[src/rtl/logic_gate_acc.sv]
// logic_gate_acc: bitwise logic reduction across NUM_IN lanes of WIDTH bits,
// behind a valid/ready stream with a registered output. Accumulate mode folds
// a multi-beat packet into one result word using the op latched on its first
// beat.
// Optional feature: define LOGIC_GATE_ACC_BEATCNT_EN to add the 16-bit
// saturating out_beats output (number of beats folded into the result).
module logic_gate_acc #(
    parameter int WIDTH  = 8,
    parameter int NUM_IN = 2
) (
    input  logic                    clk,
    input  logic                    rst_n,
    input  logic                    in_valid,
    output logic                    in_ready,
    input  logic [NUM_IN*WIDTH-1:0] in_data,
    input  logic [2:0]              in_op,
    input  logic                    in_acc,
    input  logic                    in_last,
    output logic                    out_valid,
    input  logic                    out_ready,
    output logic [WIDTH-1:0]        out_data,
`ifdef LOGIC_GATE_ACC_BEATCNT_EN
    output logic [15:0]             out_beats,
`endif
    output logic                    out_err
);

    typedef enum logic [2:0] {
        OP_AND  = 3'd0,
        OP_OR   = 3'd1,
        OP_XOR  = 3'd2,
        OP_NAND = 3'd3,
        OP_NOR  = 3'd4,
        OP_XNOR = 3'd5,
        OP_PASS = 3'd6,
        OP_RSVD = 3'd7
    } op_t;

    typedef enum logic {
        IDLE,
        ACCUM
    } state_t;

    // Registered state
    state_t             state_q,     state_d;
    op_t                op_q,        op_d;
    logic [WIDTH-1:0]   acc_q,       acc_d;
    logic               out_valid_q, out_valid_d;
    logic [WIDTH-1:0]   out_data_q,  out_data_d;
    logic               out_err_q,   out_err_d;
`ifdef LOGIC_GATE_ACC_BEATCNT_EN
    logic [15:0]        cnt_q,       cnt_d;
    logic [15:0]        beats_q,     beats_d;
    logic [15:0]        cnt_inc;
`endif

    // Combinational datapath
    logic [WIDTH-1:0]   red_and, red_or, red_xor;
    op_t                eff_op;
    logic [WIDTH-1:0]   beat_base;
    logic [WIDTH-1:0]   merged;
    logic [WIDTH-1:0]   result;
    logic               result_err;
    logic               accept;

    // A new beat may enter whenever the output slot is empty or being drained.
    assign in_ready = !out_valid_q || out_ready;
    assign accept   = in_valid && in_ready;

    // Fold each base operator across all lanes of the current beat.
    // NOTE: blocking assignments are correct inside always_comb; the running
    // fold must see its own updated value on each loop iteration.
    always_comb begin
        red_and = in_data[WIDTH-1:0];
        red_or  = in_data[WIDTH-1:0];
        red_xor = in_data[WIDTH-1:0];
        for (int k = 1; k < NUM_IN; k++) begin
            red_and = red_and & in_data[k*WIDTH +: WIDTH];
            red_or  = red_or  | in_data[k*WIDTH +: WIDTH];
            red_xor = red_xor ^ in_data[k*WIDTH +: WIDTH];
        end
    end

    // Select the base reduction, merge with the accumulator mid-packet and
    // apply the output inversion for the negated ops.
    always_comb begin
        // NOTE: every output gets a default before the case so no latch is
        // inferred for unlisted op encodings.
        eff_op     = (state_q == ACCUM) ? op_q : op_t'(in_op);
        beat_base  = '0;
        merged     = '0;
        result_err = (eff_op == OP_RSVD);

        case (eff_op)
            OP_AND, OP_NAND: beat_base = red_and;
            OP_OR,  OP_NOR:  beat_base = red_or;
            OP_XOR, OP_XNOR: beat_base = red_xor;
            OP_PASS:         beat_base = in_data[WIDTH-1:0];
            default:         beat_base = '0;
        endcase

        merged = beat_base;
        if (state_q == ACCUM) begin
            case (eff_op)
                OP_AND, OP_NAND: merged = acc_q & beat_base;
                OP_OR,  OP_NOR:  merged = acc_q | beat_base;
                OP_XOR, OP_XNOR: merged = acc_q ^ beat_base;
                default:         merged = beat_base;
            endcase
        end

        case (eff_op)
            OP_NAND, OP_NOR, OP_XNOR: result = ~merged;
            default:                  result = merged;
        endcase
    end

`ifdef LOGIC_GATE_ACC_BEATCNT_EN
    // Saturating increment of the in-packet beat count.
    assign cnt_inc = (cnt_q == 16'hFFFF) ? cnt_q : cnt_q + 16'd1;
`endif

    // Next-state logic for the IDLE/ACCUM packet FSM and the output register.
    always_comb begin
        state_d     = state_q;
        op_d        = op_q;
        acc_d       = acc_q;
        out_valid_d = out_valid_q && !out_ready;
        out_data_d  = out_data_q;
        out_err_d   = out_err_q;
`ifdef LOGIC_GATE_ACC_BEATCNT_EN
        cnt_d       = cnt_q;
        beats_d     = beats_q;
`endif

        if (accept) begin
            case (state_q)
                IDLE: begin
                    if (!in_acc || in_last) begin
                        out_valid_d = 1'b1;
                        out_data_d  = result;
                        out_err_d   = result_err;
`ifdef LOGIC_GATE_ACC_BEATCNT_EN
                        beats_d     = 16'd1;
`endif
                    end else begin
                        op_d    = op_t'(in_op);
                        acc_d   = beat_base;
                        state_d = ACCUM;
`ifdef LOGIC_GATE_ACC_BEATCNT_EN
                        cnt_d   = 16'd1;
`endif
                    end
                end
                ACCUM: begin
                    if (in_last) begin
                        out_valid_d = 1'b1;
                        out_data_d  = result;
                        out_err_d   = result_err;
                        acc_d       = '0;
                        state_d     = IDLE;
`ifdef LOGIC_GATE_ACC_BEATCNT_EN
                        beats_d     = cnt_inc;
                        cnt_d       = '0;
`endif
                    end else begin
                        acc_d = merged;
`ifdef LOGIC_GATE_ACC_BEATCNT_EN
                        cnt_d = cnt_inc;
`endif
                    end
                end
                default: state_d = IDLE;
            endcase
        end
    end

    // State and output registers with synchronous active-low reset.
    always_ff @(posedge clk) begin
        // NOTE: non-blocking assignments for all flops so every register
        // samples its pre-edge _d value regardless of statement order.
        if (!rst_n) begin
            state_q     <= IDLE;
            op_q        <= OP_AND;
            acc_q       <= '0;
            out_valid_q <= 1'b0;
            out_data_q  <= '0;
            out_err_q   <= 1'b0;
`ifdef LOGIC_GATE_ACC_BEATCNT_EN
            cnt_q       <= '0;
            beats_q     <= '0;
`endif
        end else begin
            state_q     <= state_d;
            op_q        <= op_d;
            acc_q       <= acc_d;
            out_valid_q <= out_valid_d;
            out_data_q  <= out_data_d;
            out_err_q   <= out_err_d;
`ifdef LOGIC_GATE_ACC_BEATCNT_EN
            cnt_q       <= cnt_d;
            beats_q     <= beats_d;
`endif
        end
    end

    assign out_valid = out_valid_q;
    assign out_data  = out_data_q;
    assign out_err   = out_err_q;
`ifdef LOGIC_GATE_ACC_BEATCNT_EN
    assign out_beats = beats_q;
`endif

endmodule

[config.mk]
export PLATFORM = sky130hd
export DESIGN_NAME = logic_gate_acc
export DESIGN_NICKNAME = d
export VERILOG_FILES = /design/src/rtl/logic_gate_acc.sv
export SDC_FILE = /design/constraint.sdc
export NUM_CORES = 1
export LEC_CHECK = 0
export CAP_MARGIN = 15
export CELL_PAD_IN_SITES_DETAIL_PLACEMENT = 1
export CELL_PAD_IN_SITES_GLOBAL_PLACEMENT = 1
export CORE_ASPECT_RATIO = 0.7
export CORE_MARGIN = 4
export CORE_UTILIZATION = 38
export CTS_BUF_LIST = sky130_fd_sc_hd__clkbuf_8
export CTS_CLUSTER_SIZE = 16
export DETAILED_ROUTE_END_ITERATION = 10
export GPL_TIMING_DRIVEN = 0
export HOLD_SLACK_MARGIN = 0.12
export PLACE_DENSITY_LB_ADDON = 0.1
export SYNTH_ARGS = -nofsm -noshare
export SYNTH_HDL_FRONTEND = slang
export SYNTH_SLANG_ARGS = --single-unit
[constraint.sdc]
create_clock -name clk -period 3 [get_ports clk]
set_input_delay 0.3 -clock clk [delete_from_list [all_inputs] [get_ports clk]]
set_output_delay 0.3 -clock clk [all_outputs]
set_load 0.02 [all_outputs]
==> results of run 1 <==
[sequential cells by signal, summed over array words and instances, names as in the netlist]
| register | cells |
|---|---|
| acc_q | 8 |
| op_q | 3 |
| state_q | 1 |
| out_valid | 1 |
| out_data | 8 |
| out_err | 1 |
[metrics by stage]
step	cells	setup slack [ps]	TNS [ps]	total power, W	cell area, um2
after floorplan	315	49.9	0	0.000724	2430
after global placement	428	-903	-7110	0.000901	2870
after detailed placement	428	-948	-8020	0.000921	2870
after CTS	443	0.378	0	0.00122	3200
after global routing	452	-147	-866	0.00138	3360
final	452	-33.1	-93.3	0.00130	3360
[worst paths after layout]
check | startpoint | end | cells after the start
worst max-delay path | state_q | out_data[1] | 12
worst max register to register | state_q | out_data[1] | 12
worst min-delay path | out_err | out_err | 2
worst min register to register | out_err | out_err | 2
[power by group through the flow]
stage,clock (W),combinational (W),sequential (W)
after detailed placement,0,0.000570,0.000351
after global routing,0.000212,0.000816,0.000353
after floorplan,0,0.000356,0.000368
after CTS,0.000201,0.000674,0.000347
final,0.000201,0.000755,0.000348
after global placement,0,0.000552,0.000349
[Yosys cell counts, types with 2 or more instances]
cell	n
a22o_1	8
nor3_1	14
buf_1	2
ha_1	24
clkbuf_1	15
o21ai_0	3
o21ai_1	2
and3_1	5
mux2i_4	2
a32o_1	3
o211ai_1	6
mux2_2	3
inv_1	25
dfxtp_1	22
o21a_1	8
mux2i_1	5
a21oi_1	15
o311a_1	13
nor4_1	6
nor2_1	24
nand2_1	39
and2_1	7
nand2b_1	3
a21o_1	8
buf_6	2
o211a_1	4
o2bb2ai_1	6
o32ai_1	5
a31oi_1	2
nor2b_1	6
a211oi_2	5
a221oi_1	11
nand3_1	3
[cell families (layout without fill, tap and decap cells)]
logic type	after synthesis	after routing	share of synthesized area, %
buffers and inverters	46	105	7.79
AND/OR/NAND/NOR	109	109	21.0
XOR/XNOR	2	2	1.03
adder cells (fa/ha/maj)	24	24	12.4
AO/OA/AOI/OAI	101	101	33.8
flip-flops	22	22	18.2
multiplexers	11	11	5.88
[area by class of cell]
type                       count  area share (%)
buffer                        18            2.64
clock buffer                   3            1.23
inverter                      26            2.91
multi-input combinational    247            60.6
sequential                    22            13.2
tap                           78            2.91
timing repair buffer          58            16.5
[what timing repair did]
action                     4_1_cts  5_1_grt
pin swaps                       11       25
setup buffers                   14        9
hold buffers                     0        0
gates resized for setup         23       15
setup endpoints to repair       14       14
[critical path, cell delays in order, from the launching register on]
cell	delay [ps]
dfxtp_2	350
buf_8	150
mux2i_4	400
buf_6	180
nor3_4	50
a22o_1	230
a221oi_4	250
ha_1	300
nand2b_4	160
a31oi_4	190
nand2_1	70
a32o_1	250
o311a_1	350
[layer usage]
layer	GRT usage, %	routed length, um
met1	32.8	4320
met2	44.4	4460
met3	4.80	657
met4	6.05	165
met5	0	0
==> results.cfg, run 1 <==
[timing]
fin_ws_ps = -33.1
setup_violations = 4
max_slew_margin_pct = 10.7
whs_ps = 523
worst_pin_slew_ps = 1330
timing.final.hold_violations = 0
drv_slew = 0
max_freq_mhz = 330
min_period_ps = 3030
grt_setup_unrepaired = true
post-route-period-util_pct = 101
clock-skew-final_ps = 10.3

[route]
drt_iter0_markers = 204
dr.pass1.iters = 4
wl_per_cell_um = 21.2
wirelength_mm = 9.60
antenna_left = 0
vias = 2722
vias_per_cell = 6.02
drc = 0

[critical_path]
crit_path_start_kind = flop
critPathRequiredTime_ps = 3170
crit_path_end_kind = flop
path_class = reg -> reg
crit_arrival_ps = 3200
reg2reg_slack_ps = -30
worstPathMaxFanout = 7

[global_route]
grt_max_degree = 12
grt_pass1_vias = 2918
grt_pass1_wl_mm = 15.5
grt_overflow = 0
antenna_found_initial = 0
track_usage_pct = 25.2

[cells_and_area]
area_growth_pct = 38.5
final_nets = 425
fillers = 753
n_antenna_cell = 0
utilization_pct = 54.0
layout_commonest_cell = nand2_1
drive_gt1_share_pct = 16.8
regArea_um2 = 443
multiInputGateArea_um2 = 2040
layout_common_cells = nand2_1 (39), clkdlybuf4s50_1 (35), inv_1 (25)

[power_and_ir_drop]
p_leak_nw = 1.51
pwr-share-clk_pct = 15.4
switching_power_w = 0.000543
p_per_area_nw_per_um2 = 388
p_comb_share_pct = 57.9
ir_drop_v = 0.000175
p_sw_share_pct = 41.6
intPower_w = 0.000761
power_frac_seq_pct = 26.7

[status]
status = finished with violations
violations = setup timing

[synth]
synth_edf_count = 0
syn_avg_cell_area_um2 = 7.70
seq_area_frac_synth_pct = 18.2
yosysUniqueCellTypes = 42
async_flop_share_pct = 0
netlist_area_um2 = 2430
yosys-top-cells-area = dfxtp_1 (18%), ha_1 (12%), nand2_1 (6.0%)
synthCells = 315
yosys.area.top_type = dfxtp_1
synth_nets = 364
ys_ff_latch = 22
ys.flop_type = dfxtp_1
synth_top_area_share_pct = 18.2
yosys_warnings = 0

[die]
fp.dieW_um = 104
die-height_um = 74.9
io_pins = 36
fp.coreArea_um2 = 6220
die_area_um2 = 7750
initial_core_util_pct = 39.0
row_count = 24

[clock_network]
cts_tree = done
clock_latency_ps = 270
h-tree-depth = 1
numCtsBuffers = 3
cts_max_path_buffers = 2
clkTransAtPathRegs_ps = 90
numClockSinks = 22
root_buffer = clkbuf_8

[flow_run]
max_cap_viol_count = 0

[place]
dp_hpwl_mm = 6.53
place.port_buffers = 35
gp_congestion = 0.810

[min_path]
hold_class = reg -> reg
Note: power is estimated with default switching activity, not from simulation.
==> run 2: changes to the inputs <==
--- a/config.mk
+++ b/config.mk
@@ -14,7 +14,6 @@
 export CTS_BUF_LIST = sky130_fd_sc_hd__clkbuf_8
 export CTS_CLUSTER_SIZE = 16
 export DETAILED_ROUTE_END_ITERATION = 10
-export GPL_TIMING_DRIVEN = 0
 export HOLD_SLACK_MARGIN = 0.12
 export PLACE_DENSITY_LB_ADDON = 0.1
 export SYNTH_ARGS = -nofsm -noshare
==> run 2 against run 1 <==
Effect of this change: the run now ends clean; total power is 7.1% lower; via count is 2.1% lower; combinational power is 12% lower; register-to-register slack better by 170 ps; flip-flop and latch count stayed put; critical endpoint is now out_data[6]; largest cell class unchanged; highest routed layer unchanged.
==> results.cfg, run 2 (synthesized netlist as in run 1, its figures left out) <==
[timing]
max_freq_mhz = 349
min_period_ps = 2870
clock-skew-final_ps = 7.82
setup_violations = 0
timing.final.hold_violations = 0
post-route-period-util_pct = 95.5
worst_pin_slew_ps = 1140
max_slew_margin_pct = 23.5
grt_setup_unrepaired = true
drv_slew = 0

[cells_and_area]
design_area_um2 = 3190
final_nets = 421
layout_commonest_cell = nand2_1
stdcell_count = 448
area_growth_pct = 31.5
n_antenna_cell = 0
layout_common_cells = nand2_1 (39), buf_4 (36), clkdlybuf4s50_1 (35)
fillers = 771
regArea_um2 = 444
multiInputGateArea_um2 = 1870
drive_gt1_share_pct = 17.3

[critical_path]
path_class = in -> reg
critPathRequiredTime_ps = 3170
worstPathCellList = clkdlybuf4s50_1, mux2_2, nand3_1, o21ai_4, a221oi_2, ha_1, nand2b_1, a31oi_2, nand2_1, a32o_1, o311a_1
worstPathMaxFanout = 4
crit_slowest_cell = clkdlybuf4s50_1
crit_path_end_kind = flop
ff2ff_path_depth = 10
cpPeakStageDelay_ps = 490
crit_arrival_ps = 3030
crit_path_start_kind = input port

[global_route]
top_usage_layer = met2
grt_pass1_wl_mm = 14.0
grt_max_degree = 25
grt_pass1_vias = 2720
met2_usage_pct = 40.4
grt_overflow = 0
antenna_found_initial = 0
grtUsageMet3_pct = 3.77
track_usage_pct = 22.3
use_met1_pct = 29.6

[die]
fp.coreArea_um2 = 6220
fp.dieW_um = 104
die_area_um2 = 7750
die-height_um = 74.9
initial_core_util_pct = 39.0
row_count = 24
io_pins = 36

[route]
antenna_left = 0
drt_iter0_markers = 109
drc = 0
vias_per_cell = 5.95
wirelength_mm = 8.63
dr.pass1.iters = 4
vias = 2666
wl_per_cell_um = 19.3

[place]
gp_congestion = 0.813
dp_cells = 442
dp_hpwl_mm = 6.32
place_area_um2 = 3050
place.port_buffers = 35

[flow_run]
max_cap_viol_count = 0

[clock_network]
numClockSinks = 22
cts_tree = done
numCtsBuffers = 3
hold_buffers = 0
clkTransAtPathRegs_ps = 90
root_buffer = clkbuf_8
h-tree-depth = 1
clock_latency_ps = 270
cts_max_path_buffers = 2

[power_and_ir_drop]
ir_drop_v = 0.000180
power.total_w = 0.00121
p_leak_nw = 1.48
p_per_area_nw_per_um2 = 380

[min_path]
holdPathStages = 2
hold_class = reg -> reg

[status]
status = completed
run 2: worst paths after layout:
path	from	to	slack [ps]
worst max-delay path	in_op[1]	out_data[6]	130
worst min-delay path	out_err	out_err	530
worst max register to register	state_q	out_data[6]	140
worst min register to register	out_err	out_err	530
run 2: layer usage:
layer  vias up  part of all wire (%)
met5         -                     0
met3         2                   6.4
li1       1281                     -
met4         0                  0.16
met2        77                    46
met1      1306                    47
run 2: what timing repair did:
| action | CTS | global route |
|---|---|---|
| pin swaps | 0 | 12 |
| setup endpoints to repair | 16 | 13 |
| resized for setup | 5 | 8 |
| setup buffers | 0 | 3 |
| gates cloned | 0 | 0 |
run 2: stage by stage:
step | setup WS, ps | util (%) | setup TNS [ps] | hold WS (ps)
2_1_floorplan | 49.9 | - | 0 | 428
3_3_place_gp | -298 | 49.1 | -1600 | 505
3_5_place_dp | -336 | 49.1 | -2830 | 515
4_1_cts | 65.8 | 50.1 | 0 | 533
5_1_grt | -19.5 | 51.3 | -47.3 | 592
6_report | 134 | 51.3 | 0 | 531
run 2: worst max-delay path, delay by kind of cell:
family,cells,cell delay [ps]
mux,1,340
compound gates,5,1210
buf+inv,1,490
fa+ha+maj,1,300
simple gates,3,370
run 2: final cells by class:
type	instances	area share (%)
clock buffers	3	1.29
inverters	26	3.06
multi-input cells	247	58.6
flip-flops and latches	22	13.9
well taps	78	3.06
repair buffers	72	20.1
run 2: report_power, final:
group	switching, W	internal [W]	total, W
Clock	0.000108	0.0000900	0.000198
Sequential	0.0000299	0.000322	0.000352
Combinational	0.000350	0.000312	0.000662
Total	0.000488	0.000724	0.00121
